[config.mk]
export PLATFORM = sky130hd
export DESIGN_NAME = decode_fetch_queue_flat
export DESIGN_NICKNAME = d
export VERILOG_FILES = /design/src/rtl/decode_fetch_queue_if.sv /design/src/rtl/decode_fetch_queue.sv /design/src/flat_wrapper.sv
export SDC_FILE = /design/constraint.sdc
export NUM_CORES = 2
export LEC_CHECK = 0
export ABC_AREA = 1
export CAP_MARGIN = 40
export CORE_MARGIN = 10
export CORE_UTILIZATION = 45
export DETAILED_ROUTE_END_ITERATION = 6
export SYNTH_ARGS = -nofsm -noshare
export SYNTH_HDL_FRONTEND = slang
export SYNTH_SLANG_ARGS = --single-unit
[constraint.sdc]
create_clock -name clk -period 10.16 [get_ports clk]
set_input_delay 2.032 -clock clk [delete_from_list [all_inputs] [get_ports clk]]
set_output_delay 2.032 -clock clk [all_outputs]
set_load 0.005 [all_outputs]
[src/rtl/decode_fetch_queue_if.sv]
// Fetch/decode-side bundle of the instruction queue. The fetch and decode
// stages drive the master side; the queue itself uses the slave side.
interface decode_fetch_queue_if #(
  parameter int DEPTH   = 8,
  parameter int FETCH_W = 2,
  parameter int DEC_W   = 2,
  parameter int PC_W    = 64
);
  localparam int CNT_W  = $clog2(DEPTH + 1);
  localparam int TAKE_W = $clog2(DEC_W + 1);

  logic [FETCH_W-1:0]      in_valid;
  logic [FETCH_W*PC_W-1:0] in_pc;
  logic [FETCH_W*32-1:0]   in_instr;
  logic [FETCH_W-1:0]      in_pred;
  logic                    in_ready;

  logic [DEC_W-1:0]        out_valid;
  logic [DEC_W*PC_W-1:0]   out_pc;
  logic [DEC_W*32-1:0]     out_instr;
  logic [DEC_W-1:0]        out_pred;
  logic [DEC_W-1:0]        out_misalign;
  logic [TAKE_W-1:0]       out_take;
  logic [CNT_W-1:0]        count;

  modport master (
    output in_valid, in_pc, in_instr, in_pred, out_take,
    input  in_ready, out_valid, out_pc, out_instr, out_pred, out_misalign, count
  );

  modport slave (
    input  in_valid, in_pc, in_instr, in_pred, out_take,
    output in_ready, out_valid, out_pc, out_instr, out_pred, out_misalign, count
  );
endinterface

[src/rtl/decode_fetch_queue.sv]
// Circular instruction buffer between fetch and decode: pushes up to FETCH_W
// entries and presents up to DEC_W in program order; flushed on redirect.
module decode_fetch_queue #(
  parameter int DEPTH   = 8,
  parameter int FETCH_W = 2,
  parameter int DEC_W   = 2,
  parameter int PC_W    = 64
) (
  input  logic               clk,
  input  logic               reset,
  input  logic               flush,
  decode_fetch_queue_if.slave q
);
  localparam int CNT_W  = $clog2(DEPTH + 1);
  localparam int PTR_W  = $clog2(DEPTH);
  localparam logic [CNT_W-1:0] DEPTH_C   = CNT_W'(DEPTH);
  localparam logic [CNT_W-1:0] FETCH_W_C = CNT_W'(FETCH_W);

  logic [PC_W-1:0]  mem_pc    [DEPTH];
  logic [31:0]      mem_instr [DEPTH];
  logic             mem_pred  [DEPTH];
  logic             mem_mis   [DEPTH];

  logic [PTR_W-1:0] head, tail;
  logic [CNT_W-1:0] count_r;

  logic [CNT_W-1:0]   n_push, push_cnt, n_pop, take_ext;
  logic [FETCH_W-1:0] valid_prefix;
  logic               in_prefix, ready, accept;
  logic [PTR_W-1:0]   wr_idx [FETCH_W];
  logic [PTR_W-1:0]   rd_idx [DEC_W];

  // Only the contiguous run of valid lanes starting at lane 0 is pushed.
  // NOTE: every always_comb output gets a default first, so no path leaves
  // a signal unassigned and no latch is inferred.
  always_comb begin
    n_push       = '0;
    valid_prefix = '0;
    in_prefix    = 1'b1;
    for (int i = 0; i < FETCH_W; i++) begin
      if (in_prefix && q.in_valid[i]) begin
        n_push          = n_push + CNT_W'(1);
        valid_prefix[i] = 1'b1;
      end else begin
        in_prefix = 1'b0;
      end
    end
  end

  // Credit is based on the registered occupancy only; same-cycle pops do not help.
  assign ready    = (DEPTH_C - count_r) >= FETCH_W_C;
  assign accept   = ready && !flush;
  assign push_cnt = accept ? n_push : '0;
  assign take_ext = CNT_W'(q.out_take);
  assign n_pop    = flush ? '0 : ((take_ext > count_r) ? count_r : take_ext);

  always_comb begin
    for (int i = 0; i < FETCH_W; i++) wr_idx[i] = tail + PTR_W'(i);
    for (int i = 0; i < DEC_W; i++)   rd_idx[i] = head + PTR_W'(i);
  end

  // NOTE: state registers use non-blocking assignments so every flop samples
  // the values from before the edge, independent of statement order.
  always_ff @(posedge clk or negedge reset) begin
    if (!reset) begin
      head    <= '0;
      tail    <= '0;
      count_r <= '0;
    end else if (flush) begin
      head    <= '0;
      tail    <= '0;
      count_r <= '0;
    end else begin
      head    <= head + PTR_W'(n_pop);
      tail    <= tail + PTR_W'(push_cnt);
      count_r <= count_r + push_cnt - n_pop;
    end
  end

  // NOTE: the entry storage has no reset; an entry is only visible once count
  // covers it, and every such entry was written by a push first.
  always_ff @(posedge clk) begin
    for (int i = 0; i < FETCH_W; i++) begin
      if (accept && (CNT_W'(i) < n_push)) begin
        mem_pc[wr_idx[i]]    <= q.in_pc[i*PC_W +: PC_W];
        mem_pred[wr_idx[i]]  <= q.in_pred[i];
        mem_mis[wr_idx[i]]   <= |q.in_pc[i*PC_W +: 2];
        mem_instr[wr_idx[i]] <= (|q.in_pc[i*PC_W +: 2]) ? 32'h0 : q.in_instr[i*32 +: 32];
      end
    end
  end

  always_comb begin
    q.out_valid    = '0;
    q.out_pc       = '0;
    q.out_instr    = '0;
    q.out_pred     = '0;
    q.out_misalign = '0;
    for (int i = 0; i < DEC_W; i++) begin
      q.out_valid[i]         = count_r > CNT_W'(i);
      q.out_pc[i*PC_W +: PC_W] = mem_pc[rd_idx[i]];
      q.out_instr[i*32 +: 32]  = mem_instr[rd_idx[i]];
      q.out_pred[i]          = mem_pred[rd_idx[i]];
      q.out_misalign[i]      = mem_mis[rd_idx[i]];
    end
  end

  assign q.in_ready = ready;
  assign q.count    = count_r;

  // Protocol checks on the producer and consumer; the RTL clamps/masks regardless.
  a_take_le_count: assert property (@(posedge clk) disable iff (!reset)
    !flush |-> take_ext <= count_r);
  a_valid_prefix: assert property (@(posedge clk) disable iff (!reset)
    q.in_valid == valid_prefix);
endmodule
[src/flat_wrapper.sv]
// flat-port wrapper written by rule: the top's interface ports become plain ports
module decode_fetch_queue_flat 
#(
  parameter int DEPTH   = 8,
  parameter int FETCH_W = 2,
  parameter int DEC_W   = 2,
  parameter int PC_W    = 64
)
  (clk, reset, flush, q_in_valid, q_in_pc, q_in_instr, q_in_pred, q_out_take, q_in_ready, q_out_valid, q_out_pc, q_out_instr, q_out_pred, q_out_misalign, q_count);
  decode_fetch_queue_if #(.DEPTH(DEPTH), .FETCH_W(FETCH_W), .DEC_W(DEC_W), .PC_W(PC_W)) q_i ();
  input  logic clk;
  input  logic reset;
  input  logic flush;
  input wire logic [$bits(q_i.in_valid)-1:0] q_in_valid;
  input wire logic [$bits(q_i.in_pc)-1:0] q_in_pc;
  input wire logic [$bits(q_i.in_instr)-1:0] q_in_instr;
  input wire logic [$bits(q_i.in_pred)-1:0] q_in_pred;
  input wire logic [$bits(q_i.out_take)-1:0] q_out_take;
  output wire logic [$bits(q_i.in_ready)-1:0] q_in_ready;
  output wire logic [$bits(q_i.out_valid)-1:0] q_out_valid;
  output wire logic [$bits(q_i.out_pc)-1:0] q_out_pc;
  output wire logic [$bits(q_i.out_instr)-1:0] q_out_instr;
  output wire logic [$bits(q_i.out_pred)-1:0] q_out_pred;
  output wire logic [$bits(q_i.out_misalign)-1:0] q_out_misalign;
  output wire logic [$bits(q_i.count)-1:0] q_count;
  assign q_i.in_valid = q_in_valid;
  assign q_i.in_pc = q_in_pc;
  assign q_i.in_instr = q_in_instr;
  assign q_i.in_pred = q_in_pred;
  assign q_i.out_take = q_out_take;
  assign q_in_ready = q_i.in_ready;
  assign q_out_valid = q_i.out_valid;
  assign q_out_pc = q_i.out_pc;
  assign q_out_instr = q_i.out_instr;
  assign q_out_pred = q_i.out_pred;
  assign q_out_misalign = q_i.out_misalign;
  assign q_count = q_i.count;
  decode_fetch_queue #(.DEPTH(DEPTH), .FETCH_W(FETCH_W), .DEC_W(DEC_W), .PC_W(PC_W)) u_core (.clk(clk), .reset(reset), .flush(flush), .q(q_i));
endmodule
Yosys cells after proc, flatten, opt, wreduce, memory -nomap -nowiden
Memories as Yosys holds them, arrays and structs flattened.
Cells that the tools add are included.

word-level totals
  bits in registers = 10
  latch bits = 0
  memory bits (writable) = 784
  bits in read-only memories = 0
  word-level logic and storage cells = 43
  memories = 4

cells by class
  add/subtract/negate cells = 8
  multiply operators = 0
  div/mod/pow operators = 0
  magnitude comparators = 6
  equal/unequal tests = 0
  shift operators = 0
  muxes and demuxes = 15
  bitwise gates (word level) = 0
  reductions and logical operators = 7

memory list
  name              words  width  read ports  clocked after Yosys merged registers in  wr ports  line                      source
  u_core.mem_pc     8      64     2           0                                        2         decode_fetch_queue.sv:19  logic [PC_W-1:0] mem_pc [DEPTH];
  u_core.mem_instr  8      32     2           0                                        2         decode_fetch_queue.sv:20  logic [31:0] mem_instr [DEPTH];
  u_core.mem_mis    8      1      2           0                                        2         decode_fetch_queue.sv:22  logic mem_mis [DEPTH];
  u_core.mem_pred   8      1      2           0                                        2         decode_fetch_queue.sv:21  logic mem_pred [DEPTH];

operators with widths
  operator                                                        count
  2-to-1 mux 32 bit                                               2
  2-to-1 mux 4 bit                                                5
  greater-than comparator 4 x 1 -> 1 bit (second input constant)  2
  < comparator 1 x 4 -> 1 bit (first input constant)              2
  adder 3 x 1 -> 3 bit (second input constant)                    2
  adder 3 bit                                                     2
  2-to-1 mux 1 bit                                                6
  2-to-1 mux 3 bit                                                2
  adder 4 x 1 -> 4 bit (second input constant)                    1
  adder 4 bit                                                     1
  >= comparator 4 x 2 -> 1 bit (second input constant)            1
  greater-than comparator 2 x 4 -> 1 bit                          1
  logical AND 1 bit                                               4
  OR reduction 2 bit                                              2
  subtractor 4 bit                                                1
  subtractor 4 bit (first input constant)                         1
  zero test 1 bit                                                 1

Longest topological paths before layout
  depth in word-level cells = 7
  gate-level depth with buffers = 14
  mapped depth without buffers = 14

Worst setup path before layout
Ideal clock, no wire load.

  path type = input to register
  start = input port flush
  end = memory u_core.mem_instr[0][0], enable pin
  data arrival time = 9.720 ns
  slack = -0.251 ns
  cell stages on the path = 4
  path buffers = 1
  cell sequence = inv_1 -> buf_1 -> nand3_1 -> o21ai_0

RTL lines
  item             line                      source
  start, declared  flat_wrapper.sv:13        input logic flush;
  end, declared    decode_fetch_queue.sv:20

Worst setup path in the final report
  start = register u_core.head[0]
  end = output port q_out_pc[84]

on the way
  cells in the longest elaborated chain, start to end = 2

RTL lines
  item                    line                      source
  start, declared         decode_fetch_queue.sv:24  logic [PTR_W-1:0] head, tail;
  start signal, assigned  decode_fetch_queue.sv:74  head <= head + PTR_W'(n_pop);
  adder 3 x 1 -> 3 bit    decode_fetch_queue.sv:59  for (int i = 0; i < DEC_W; i++) rd_idx[i] = head + PTR_W'(i);
  memory (8 x 64 bit)     n/a
  end, declared           flat_wrapper.sv:21        output wire logic [$bits(q_i.out_pc)-1:0] q_out_pc;

Every way passes these cells.

==> impl_metrics.csv <==
group,metric,value,unit
outcome,status,"finished with violations",
outcome,violations,"DRC",
synthesis,synth_top_area_share,48.1,%
synthesis,yosys.area.top_type,"edfxtp_1",
job,cap_violations,0,
placed_design,gp_congestion,0.818,
power,power,14.8,mW
cells_and_area,multiInputGateArea,0.0216,mm^2
sta,hold_ws,0.731,ns
die,coreArea,0.108,mm^2
power,p_leak,23.4,nW
sta,fin_worst_skew,0.0155,ns
placed_design,dp_slack,3.70,ns
clocking,cts_made_buffers,92,
die,start_util,45.5,%
global_routing,antenna_found_initial,11,
clocking,htreeDepth,3,
clocking,post-cts-setup-buffers,0,
die,rows,120,
critical_path,required,8.13,ns
synthesis,ys.flop_type,"edfxtp_1",
synthesis,synth_nets,6923,
sta,report.final.slew_viol_count,0,
detailed_routing,route.detailed.drc,1,
placed_design,hpwl,102000,um
clocking,cts_root_buf,"clkbuf_16",
sta,hold_viol_final,0,
clocking,clock_latency,0.67,ns
global_routing,grt_overflow,0,
detailed_routing,viasPerCell,5.70,
sta,worstMarginPinSlew,1.10,ns
clocking,clock_path_buffers,3,
detailed_routing,dr.first_iter.drc_count,5977,
synthesis,synth_area_per_cell,7.29,um^2
clocking,clk_pin_slew,0.06,ns
cells_and_area,mostFrequentLayoutCell,"nand2_1",
placed_design,place_area,0.0536,mm^2
clocking,cts_tree,"done",
synthesis,yosys_warnings,0,
sta,setup_viol,0,
global_routing,grt_max_degree,272,
synthesis,synth_edf_count,784,
die,dieWidth,350,um
sta,min_period,7.26,ns
critical_path,cp-start-kind,"flop",
power,peakVddDrop,0.234,mV
sta,rsz0062_at_grt,"no",
critical_path,crit_fanout,151,
synthesis,synthArstFlopShare,1.26,%
cells_and_area,seqCellArea,0.0238,mm^2
critical_path,crit_arrival,5.23,ns
synthesis,synthTopCellsByArea,"edfxtp_1 (48%), nand2_1 (20%), o21ai_0 (9.1%), nor2_1 (6.5%), a21oi_1 (4.7%)",
detailed_routing,vias,46600,
detailed_routing,routed_wl,184000,um
cells_and_area,design_area,0.0564,mm^2
global_routing,grt_pass1_wl,272000,um
clocking,ctsResizeCount,0,
cells_and_area,n_fill_cell,10000,
synthesis,synthesis.area,0.0489,mm^2
hold_path,min_path_type,"flop to flop",
cells_and_area,layout_common_cells,"nand2_1 (2556), o21ai_0 (882), nor2_1 (841)",
power,p_per_area,263,mW/mm^2
critical_path,crit_type,"flop to primary output",
sta,relSlewSlack,26.6,%
synthesis,synth-seq-cells,794,
die,die_area,0.122,mm^2
critical_path,cp-end-kind,"primary output",
synthesis,synth_cells,6704,
detailed_routing,avgRoutedWirePerCell,22.6,um
sta,finalWorstSetupSlack,2.90,ns
clocking,clock-sinks,794,
cells_and_area,area_growth_syn_to_layout,15.3,%
cells_and_area,finalNetCount,6906,
cells_and_area,drive_gt1_share,3.95,%
synthesis,synth.distinct_cells,29,
clocking,cts_hold_buf,0,
placed_design,port_buffers,403,
sta,max_freq,138,MHz
sta,fin_crit_sh,71.5,%
global_routing,grt_pass1_vias,43200,
detailed_routing,drt-pass1-iter-count,7,
detailed_routing,ant_nets,0,
synthesis,synth-seq-area-share,48.7,%
die,ios,404,
global_routing,grt_use_total,29.0,%
die,die_h,350,um
power by group:
part	internal, mW	leakage (nW)	switching, mW
clock network	1.83	1.40	1.39
registers	3.84	7.28	0.135
logic	3.00	14.7	4.63
final timing paths:
check | cells past startpoint | startpoint | slack [ns] | endpoint
setup / recovery | 7 | u_core.head[0] | 2.90 | q_out_pc[84]
hold / removal | 2 | u_core.tail[2] | 0.73 | u_core.tail[2]
setup reg to reg | 8 | u_core.tail[0] | 6.12 | u_core.mem_pc[5][9]
hold reg to reg | 2 | u_core.tail[2] | 0.73 | u_core.tail[2]
max in group asynchronous | 1 | reset | 8.07 | u_core.head[1]
min in group asynchronous | 1 | reset | 1.70 | u_core.q.count[2]
cell usage after synthesis (2+ instances only):
| library cell | instances |
|---|---|
| nand2_1 | 2556 |
| o21ai_0 | 890 |
| nor2_1 | 841 |
| edfxtp_1 | 784 |
| a21oi_1 | 462 |
| clkbuf_1 | 345 |
| inv_1 | 280 |
| buf_2 | 141 |
| a31oi_1 | 99 |
| o21a_1 | 67 |
| clkbuf_2 | 50 |
| buf_1 | 44 |
| o21ai_1 | 35 |
| buf_4 | 27 |
| ha_1 | 14 |
| inv_2 | 14 |
| nand3_1 | 14 |
| dfrtp_1 | 10 |
| nand4_2 | 8 |
| nor2_2 | 7 |
| fa_1 | 4 |
| xnor2_1 | 4 |
| or2_2 | 2 |
state kept, by name, summed over array words and instances (netlist names):
register and count:
u_core.head 3, u_core.mem_instr 256, u_core.mem_mis 8, u_core.mem_pc 512, u_core.mem_pred 8, u_core.q.count 4
u_core.tail 3
logic make-up after synthesis:
logic type               synth area share [%]
AO/OA/AOI/OAI                            16.5
XOR/XNOR                               0.0895
adder cells (fa/ha/maj)                 0.522
buffers and inverters                    7.61
flip-flops                               48.7
other                                 0.00767
AND/OR/NAND/NOR                          26.6
critical path: stages (launching register included):
cell and delay (ns):
dfrtp_4 0.95, ha_4 0.77, buf_12 0.64, buf_4 0.77, o21ai_0 0.20, o21a_1 0.22, a21oi_1 0.32, clkdlybuf4s50_1 0.59
layout make-up:
class,instances,share of cell area [%]
timing repair buffer,496,9.35
sequential,794,42.2
tap,1403,3.11
antenna,4,0.0177
clock inverter,52,0.650
inverter,294,1.99
clock buffer,115,4.35
multi-input combinational,5009,38.3
through the flow:
stage / utilization (%) / instances / setup TNS [ns]
4_1_cts: 52.5 / 8163 / 0
2_1_floorplan: - / 6704 / -196.71
6_report: 52.5 / 8167 / 0
5_1_grt: 52.5 / 8166 / 0
3_3_place_gp: 49.3 / 7971 / 0
3_5_place_dp: 49.8 / 7996 / 0
metal layers:
layer,vias to the layer above,track usage (%),part of all wire [%]
met2,2631,45.1,44
li1,21800,-,-
met1,21700,39.3,41
met3,406,6.52,11
met4,14,10.6,3.2
met5,-,0,0.050
(Power assumes the default switching activity.)
